<file path="src/rtl/alu_pkg.sv">
// Shared definitions for the ALU and its arbiter.
//   - Opcode encodings understood by alu.
//   - State encoding for the alu_arbiter control FSM.
package alu_pkg;

    localparam logic [2:0] OP_ADD = 3'b000;  // a + b, mod 2^DATA_W
    localparam logic [2:0] OP_SUB = 3'b001;  // a - b, mod 2^DATA_W
    localparam logic [2:0] OP_AND = 3'b010;
    localparam logic [2:0] OP_OR  = 3'b011;
    localparam logic [2:0] OP_XOR = 3'b100;
    localparam logic [2:0] OP_SHL = 3'b101;  // a << b, truncated
    localparam logic [2:0] OP_SHR = 3'b110;  // a >> b, logical
    localparam logic [2:0] OP_GT  = 3'b111;  // 1 if a > b else 0

    typedef enum logic [1:0] {
        IDLE,
        EXEC,
        RESP
    } state_t;

endpackage

</file>
<file path="src/rtl/alu_arbiter_if.sv">
// Request/response bundle between client blocks and alu_arbiter.
//   req_valid/req_ready  per-requester request handshake
//   req_a/req_b/req_op   packed operands, requester i at [i*W +: W]
//   rsp_valid/rsp_ready  per-requester response handshake
//   rsp_result/rsp_zero  shared result and zero flag
//   busy                 arbiter has a transaction in flight
// master: client side, slave: arbiter side.
interface alu_arbiter_if #(
    parameter int NUM_REQ = 2,
    parameter int DATA_W  = 4,
    parameter int OP_W    = 3
);
    logic [NUM_REQ-1:0]        req_valid;
    logic [NUM_REQ-1:0]        req_ready;
    logic [NUM_REQ*DATA_W-1:0] req_a;
    logic [NUM_REQ*DATA_W-1:0] req_b;
    logic [NUM_REQ*OP_W-1:0]   req_op;
    logic [NUM_REQ-1:0]        rsp_valid;
    logic [NUM_REQ-1:0]        rsp_ready;
    logic [DATA_W-1:0]         rsp_result;
    logic                      rsp_zero;
    logic                      busy;

    modport master (
        output req_valid, req_a, req_b, req_op, rsp_ready,
        input  req_ready, rsp_valid, rsp_result, rsp_zero, busy
    );

    modport slave (
        input  req_valid, req_a, req_b, req_op, rsp_ready,
        output req_ready, rsp_valid, rsp_result, rsp_zero, busy
    );
endinterface

</file>
<file path="src/rtl/alu.sv">
// Combinational 4-bit ALU.
//   rst     forces result to 0 while high
//   a, b    operands
//   op      opcode (see alu_pkg)
//   result  operation result, truncated to DATA_W
//   zero    high when result is 0
module alu
    import alu_pkg::*;
#(
    parameter int DATA_W = 4,
    parameter int OP_W   = 3
) (
    input  logic              rst,
    input  logic [DATA_W-1:0] a,
    input  logic [DATA_W-1:0] b,
    input  logic [OP_W-1:0]   op,
    output logic [DATA_W-1:0] result,
    output logic              zero
);

    // NOTE: every output of a combinational block gets a default first so no path leaves it unassigned (no latch).
    always_comb begin
        result = '0;
        if (!rst) begin
            unique case (op)
                OP_ADD:  result = a + b;
                OP_SUB:  result = a - b;
                OP_AND:  result = a & b;
                OP_OR:   result = a | b;
                OP_XOR:  result = a ^ b;
                OP_SHL:  result = a << b;
                OP_SHR:  result = a >> b;
                OP_GT:   result = {{(DATA_W-1){1'b0}}, (a > b)};
                default: result = '0;
            endcase
        end
        zero = (result == '0);
    end

endmodule

</file>
<file path="src/rtl/alu_arbiter.sv">
// Shares one alu between NUM_REQ requesters with round-robin arbitration and
// a single operation in flight: IDLE (arbitrate) -> EXEC (alu) -> RESP (hold).
//   clk  clock, rising edge
//   rst  synchronous active-high reset
//   bus  alu_arbiter_if slave port (request/response channels, busy)
module alu_arbiter
    import alu_pkg::*;
#(
    parameter int NUM_REQ = 2,
    parameter int DATA_W  = 4,
    parameter int OP_W    = 3
) (
    input logic          clk,
    input logic          rst,
    alu_arbiter_if.slave bus
);

    localparam int IDX_W = (NUM_REQ > 1) ? $clog2(NUM_REQ) : 1;

    state_t             state;
    logic [IDX_W-1:0]   grant;
    logic [IDX_W-1:0]   last_grant;
    logic [DATA_W-1:0]  opnd_a;
    logic [DATA_W-1:0]  opnd_b;
    logic [OP_W-1:0]    opnd_op;
    logic [NUM_REQ-1:0] rsp_valid_q;
    logic [DATA_W-1:0]  rsp_result_q;
    logic               rsp_zero_q;
    logic               busy_q;

    logic [IDX_W-1:0]   pick;
    logic               pick_found;
    logic [NUM_REQ-1:0] req_ready;
    logic [DATA_W-1:0]  alu_result;
    logic               alu_zero;

    // Returns {found, index} of the first valid requester after `last`, wrapping.
    function automatic logic [IDX_W:0] rr_pick(input logic [NUM_REQ-1:0] valid,
                                               input logic [IDX_W-1:0]   last);
        logic             found;
        logic [IDX_W-1:0] idx;
        int               cand;
        found = 1'b0;
        idx   = '0;
        for (int k = 1; k <= NUM_REQ; k++) begin
            cand = (int'(last) + k) % NUM_REQ;
            if (!found && valid[cand]) begin
                found = 1'b1;
                idx   = cand[IDX_W-1:0];
            end
        end
        return {found, idx};
    endfunction

    always_comb begin
        {pick_found, pick} = rr_pick(bus.req_valid, last_grant);
        req_ready = '0;
        // Gated by rst so no handshake appears while the arbiter is held in reset.
        if (state == IDLE && !rst && pick_found) begin
            req_ready[pick] = 1'b1;
        end
    end

    alu #(
        .DATA_W (DATA_W),
        .OP_W   (OP_W)
    ) u_alu (
        .rst    (rst),
        .a      (opnd_a),
        .b      (opnd_b),
        .op     (opnd_op),
        .result (alu_result),
        .zero   (alu_zero)
    );

    // NOTE: sequential state uses non-blocking assignments so every register samples pre-edge values.
    always_ff @(posedge clk) begin
        if (rst) begin
            state        <= IDLE;
            grant        <= '0;
            last_grant   <= IDX_W'(NUM_REQ - 1);  // requester 0 wins first
            opnd_a       <= '0;
            opnd_b       <= '0;
            opnd_op      <= '0;
            rsp_valid_q  <= '0;
            rsp_result_q <= '0;
            rsp_zero_q   <= 1'b0;
            busy_q       <= 1'b0;
        end else begin
            unique case (state)
                IDLE: begin
                    // A found requester is already being shown req_ready, so this is the handshake.
                    if (pick_found) begin
                        opnd_a     <= bus.req_a[int'(pick)*DATA_W +: DATA_W];
                        opnd_b     <= bus.req_b[int'(pick)*DATA_W +: DATA_W];
                        opnd_op    <= bus.req_op[int'(pick)*OP_W +: OP_W];
                        grant      <= pick;
                        last_grant <= pick;
                        busy_q     <= 1'b1;
                        state      <= EXEC;
                    end
                end
                EXEC: begin
                    rsp_result_q <= alu_result;
                    rsp_zero_q   <= alu_zero;
                    rsp_valid_q  <= {{(NUM_REQ-1){1'b0}}, 1'b1} << grant;
                    state        <= RESP;
                end
                RESP: begin
                    if (bus.rsp_ready[grant]) begin
                        rsp_valid_q <= '0;
                        busy_q      <= 1'b0;
                        state       <= IDLE;
                    end
                end
                default: state <= IDLE;
            endcase
        end
    end

    assign bus.req_ready  = req_ready;
    assign bus.rsp_valid  = rsp_valid_q;
    assign bus.rsp_result = rsp_result_q;
    assign bus.rsp_zero   = rsp_zero_q;
    assign bus.busy       = busy_q;

endmodule

</file>
<file path="src/flat_wrapper.sv">
// flat-port wrapper written by rule: the top's interface ports become plain ports
module alu_arbiter_flat import alu_pkg::*;
#(
    parameter int NUM_REQ = 2,
    parameter int DATA_W  = 4,
    parameter int OP_W    = 3
)
  (clk, rst, bus_req_valid, bus_req_a, bus_req_b, bus_req_op, bus_rsp_ready, bus_req_ready, bus_rsp_valid, bus_rsp_result, bus_rsp_zero, bus_busy);
  alu_arbiter_if #(.NUM_REQ(NUM_REQ), .DATA_W(DATA_W), .OP_W(OP_W)) bus_i ();
  input logic clk;
  input logic rst;
  input wire logic [$bits(bus_i.req_valid)-1:0] bus_req_valid;
  input wire logic [$bits(bus_i.req_a)-1:0] bus_req_a;
  input wire logic [$bits(bus_i.req_b)-1:0] bus_req_b;
  input wire logic [$bits(bus_i.req_op)-1:0] bus_req_op;
  input wire logic [$bits(bus_i.rsp_ready)-1:0] bus_rsp_ready;
  output wire logic [$bits(bus_i.req_ready)-1:0] bus_req_ready;
  output wire logic [$bits(bus_i.rsp_valid)-1:0] bus_rsp_valid;
  output wire logic [$bits(bus_i.rsp_result)-1:0] bus_rsp_result;
  output wire logic [$bits(bus_i.rsp_zero)-1:0] bus_rsp_zero;
  output wire logic [$bits(bus_i.busy)-1:0] bus_busy;
  assign bus_i.req_valid = bus_req_valid;
  assign bus_i.req_a = bus_req_a;
  assign bus_i.req_b = bus_req_b;
  assign bus_i.req_op = bus_req_op;
  assign bus_i.rsp_ready = bus_rsp_ready;
  assign bus_req_ready = bus_i.req_ready;
  assign bus_rsp_valid = bus_i.rsp_valid;
  assign bus_rsp_result = bus_i.rsp_result;
  assign bus_rsp_zero = bus_i.rsp_zero;
  assign bus_busy = bus_i.busy;
  alu_arbiter #(.NUM_REQ(NUM_REQ), .DATA_W(DATA_W), .OP_W(OP_W)) u_core (.clk(clk), .rst(rst), .bus(bus_i));
endmodule
</file>
<file path="config.mk">
export PLATFORM = sky130hd
export DESIGN_NAME = alu_arbiter_flat
export DESIGN_NICKNAME = d
export VERILOG_FILES = /design/src/rtl/alu_pkg.sv /design/src/rtl/alu_arbiter_if.sv /design/src/rtl/alu.sv /design/src/rtl/alu_arbiter.sv /design/src/flat_wrapper.sv
export SDC_FILE = /design/constraint.sdc
export NUM_CORES = 1
export LEC_CHECK = 0
export BUFFER_PORTS_ARGS = -buffer_cell sky130_fd_sc_hd__clkbuf_2
export CORE_ASPECT_RATIO = 1.75
export CORE_UTILIZATION = 55
export CTS_CLUSTER_DIAMETER = 100
export DETAILED_ROUTE_END_ITERATION = 10
export PLACE_DENSITY_LB_ADDON = 0.1
export RECOVER_POWER = 50
export SYNTH_ARGS = -nofsm -noshare
export SYNTH_HDL_FRONTEND = slang
export SYNTH_SLANG_ARGS = --single-unit
export TNS_END_PERCENT = 10
</file>
<file path="constraint.sdc">
create_clock -name clk -period 2.63 [get_ports clk]
set_clock_uncertainty 0.15 [all_clocks]
set_input_delay 0.526 -clock clk [delete_from_list [all_inputs] [get_ports clk]]
set_output_delay 0.526 -clock clk [all_outputs]
set_load 0.02 [all_outputs]
</file>
==> impl_metrics.py <==
metrics = {
    "pwr": {
        "pwr-share-seq_pct": 40.4,
        "power.switching_fraction_pct": 38.0,
        "max-vdd-ir-drop_mv": 0.345,
        "cellLeakagePower_nw": 0.891,
        "power_share_of_the_combinational_group_pct": 40.0,
        "power_density_nw_per_um2": 543,
        "cell_internal_power_dissipation_mw": 0.683,
        "clock_power_share_pct": 19.6,
        "switching_power_mw": 0.419,
        "report.power.total_mw": 1.10,
    },
    "clock_network": {
        "tritoncts_num_sinks": 23,
        "cts.htree.levels": 1,
        "tritoncts": "done",
        "cts_buffers": 3,
        "clock_tree.buffer_depth": 2,
        "clockRootBuffer": "sky130_fd_sc_hd__clkbuf_8",
        "clock_latency_ns": 0.26,
        "cts_repair_resize_count": 0,
        "postCtsHoldBufs": 0,
        "worst_setup_hold_path_clk_slew_ns": 0.08,
        "post-cts-setup-buffer-count": 0,
    },
    "logic_synthesis": {
        "netlist.top_cell.by_area": "sky130_fd_sc_hd__dfxtp_1",
        "netlist-cell-type-count": 56,
        "asyncSetResetFlopFracSynth_pct": 0,
        "synth-seq-area-share_pct": 25.6,
        "mappedNetlistArea_um2": 1800,
        "synth_cells": 211,
        "synth_top_cell_area_share_pct": 25.6,
        "synth-main-ff-cell": "sky130_fd_sc_hd__dfxtp_1",
        "postSynthNetCount": 253,
        "yosys_warnings": 0,
        "ys_top_cells_by_area": "sky130_fd_sc_hd__dfxtp_1 26%, sky130_fd_sc_hd__ha_1 8.3%, sky130_fd_sc_hd__mux2i_1 7.8%",
        "synth-seq-cells": 23,
        "synth-edff-count": 0,
        "synth_area_per_cell_um2": 8.53,
    },
    "run": {
        "timing.max_cap.violations": 0,
    },
    "sta": {
        "post-route-worst-setup-slack_ns": 0.225,
        "rsz0062_at_grt": "no",
        "setup_tns_ns": 0,
        "timing.max_slew.rel_slack_pct": 52.6,
        "tightestPinTransition_ns": 0.711,
        "hold_slack_ns": 0.359,
        "post-route-period-util_pct": 91.4,
        "post-route-min-period_ns": 2.40,
        "clock.fmax_ghz": 0.416,
        "timing.final.hold_violations": 0,
        "final-max-slew-violation-count": 0,
        "final-setup-viol-count": 0,
    },
    "global_route": {
        "antenna_violations_before_repair": 0,
        "first_pass_grt_wire_length_um": 7070,
        "overflow": 0,
        "grt_start_max_net_pins": 24,
        "gr-usage-all-layers_pct": 27.0,
        "grt_pass1_vias": 1616,
    },
    "worst_setup_path": {
        "max_stage_delay_ns": 0.45,
        "worstPathCellList": "inv_1 -> ha_1 -> nor3_2 -> o31a_1 -> o311ai_2 -> a32oi_1 -> o41ai_2",
        "worstPathRequired_ns": 2.65,
        "critical_path.n_buffers_inverters": 1,
        "critical_path_class": "reg2reg",
        "worst_path_dominant_cell_family": "compound AO/OA/AOI/OAI gates",
        "arrival_ns": 2.42,
        "cp-start-kind": "register",
        "crit_path_end_kind": "register",
        "crit_fanout": 8,
        "worst_path_max_delay_cell": "sky130_fd_sc_hd__ha_1",
    },
    "die": {
        "placement_rows": 27,
        "fp.coreArea_um2": 3140,
        "die_width_um": 45.2,
        "die_area_um2": 3510,
        "initial_core_util_pct": 57.3,
        "chipHeight_um": 77.7,
        "boundaryPins": 38,
    },
    "cells_and_area": {
        "finish.net_count": 289,
        "fillerInstances": 299,
        "fin_area_um2": 2030,
        "seq_area_um2": 460,
        "mostFrequentLayoutCells": "29 x sky130_fd_sc_hd__clkbuf_2, 23 x sky130_fd_sc_hd__dfxtp_1, 20 x sky130_fd_sc_hd__nor2_1",
        "diode_count": 0,
        "multi_input_comb_area_um2": 1190,
        "syn2layout_area_growth_pct": 12.9,
        "drive_above_1_share_pct": 19.9,
        "most_common_cell_after_layout_fill_and_taps_aside": "sky130_fd_sc_hd__clkbuf_2",
    },
    "routing": {
        "count_of_tritonroute_iterations_in_the_first_routing_pass": 4,
        "remaining_drc_errors": 0,
        "detailed_route_iter0_violations": 46,
        "vias_post_dr": 1687,
        "wl_um": 4450,
        "vias_per_cell": 5.84,
        "count_of_antenna_violating_nets_left_after_detailed_routing": 0,
        "post_drt_wl_per_cell_um": 15.4,
    },
    "place": {
        "place_hpwl_um": 3570,
        "finalWeightedCongestion": 0.890,
        "io_buffers": 37,
        "postPlaceCellArea_um2": 1990,
        "pre_cts_slack_ns": 0.209,
    },
    "hold_path": {
        "hold_path_class": "reg2reg",
    },
    "status": {
        "outcome": "finished, final reports clean",
    },
}
[sequential cells by signal (all words and copies together) (netlist names), 2 cells and up]
register / flops
u_core.opnd_op: 3
u_core.opnd_a: 4
u_core.opnd_b: 4
u_core.bus.rsp_result: 4
u_core.bus.rsp_valid: 2
u_core.state: 2
[metal layers]
metal	GRT usage (%)	up-vias	routed length [um]
li1	-	840	-
met1	29.5	783	1760
met2	48.8	50	2390
met3	2.79	14	150
met4	12.1	0	153
met5	0	-	0
[through the flow]
step,cells,utilization (%)
2_1_floorplan,211,-
3_3_place_gp,285,63.5
3_5_place_dp,285,63.5
4_1_cts,289,65.0
5_1_grt,289,64.6
6_report,289,64.6
[power by group through the flow]
stage	Sequential, mW	Combinational, mW	Clock, mW
floorplan	0.450	0.331	0
global placement	0.447	0.431	0
detailed placement	0.451	0.445	0
CTS	0.443	0.446	0.220
global route	0.450	0.487	0.232
finish	0.445	0.441	0.215
[layout make-up]
cell class	count	area share (%)
Tap cell	43	2.65
Sequential cell	23	22.7
Clock buffer	3	2.03
Timing Repair Buffer	44	11.2
Multi-Input combinational cell	162	58.8
Clock inverter	1	0.246
Inverter	13	2.40
[cell families after synthesis]
group | share of synthesized area (%)
adder cells (fa/ha/maj) | 10.6
AND/OR/NAND/NOR | 22.0
flip-flops | 25.6
buffers and inverters | 8.07
XOR/XNOR | 1.95
multiplexers | 8.41
AO/OA/AOI/OAI | 23.4
[worst paths after layout]
check	from	endpoint	slack (ns)	depth (start not counted)
setup reg to reg	u_core.opnd_b[2]	u_core.bus.rsp_zero	0.23	7
hold reg to reg	u_core.bus.rsp_zero	u_core.bus.rsp_zero	0.36	2
setup / recovery	u_core.opnd_b[2]	u_core.bus.rsp_zero	0.23	7
hold / removal	u_core.bus.rsp_zero	u_core.bus.rsp_zero	0.36	2
[cell usage after synthesis (2+ instances only)]
master,count
sky130_fd_sc_hd__nor4_1,3
sky130_fd_sc_hd__mux2i_1,14
sky130_fd_sc_hd__o211a_1,3
sky130_fd_sc_hd__nand2b_1,7
sky130_fd_sc_hd__nor2_1,20
sky130_fd_sc_hd__xnor2_1,2
sky130_fd_sc_hd__nor3_1,3
sky130_fd_sc_hd__and2b_1,2
sky130_fd_sc_hd__fa_1,2
sky130_fd_sc_hd__buf_6,5
sky130_fd_sc_hd__o22ai_1,2
sky130_fd_sc_hd__and3_1,3
sky130_fd_sc_hd__nand2_1,7
sky130_fd_sc_hd__xor2_1,2
sky130_fd_sc_hd__dfxtp_1,23
sky130_fd_sc_hd__buf_4,2
sky130_fd_sc_hd__or3_1,2
sky130_fd_sc_hd__or3b_2,2
sky130_fd_sc_hd__a21oi_1,12
sky130_fd_sc_hd__buf_2,2
sky130_fd_sc_hd__nor2b_1,5
sky130_fd_sc_hd__inv_1,13
sky130_fd_sc_hd__clkbuf_1,3
sky130_fd_sc_hd__nand3b_1,5
sky130_fd_sc_hd__nand3_1,3
sky130_fd_sc_hd__nand4_1,3
sky130_fd_sc_hd__o21ai_0,8
sky130_fd_sc_hd__a211oi_1,13
sky130_fd_sc_hd__o21a_1,2
sky130_fd_sc_hd__ha_1,12
[tightest hold or removal path: cells and delay by family, from the launching register on]
family	cells	cell delay [ns]
AND/OR/NAND/NOR	1	0.09
flip-flops	1	0.33
AO/OA/AOI/OAI	1	0.06
Note: power is estimated with default switching activity, not from simulation.
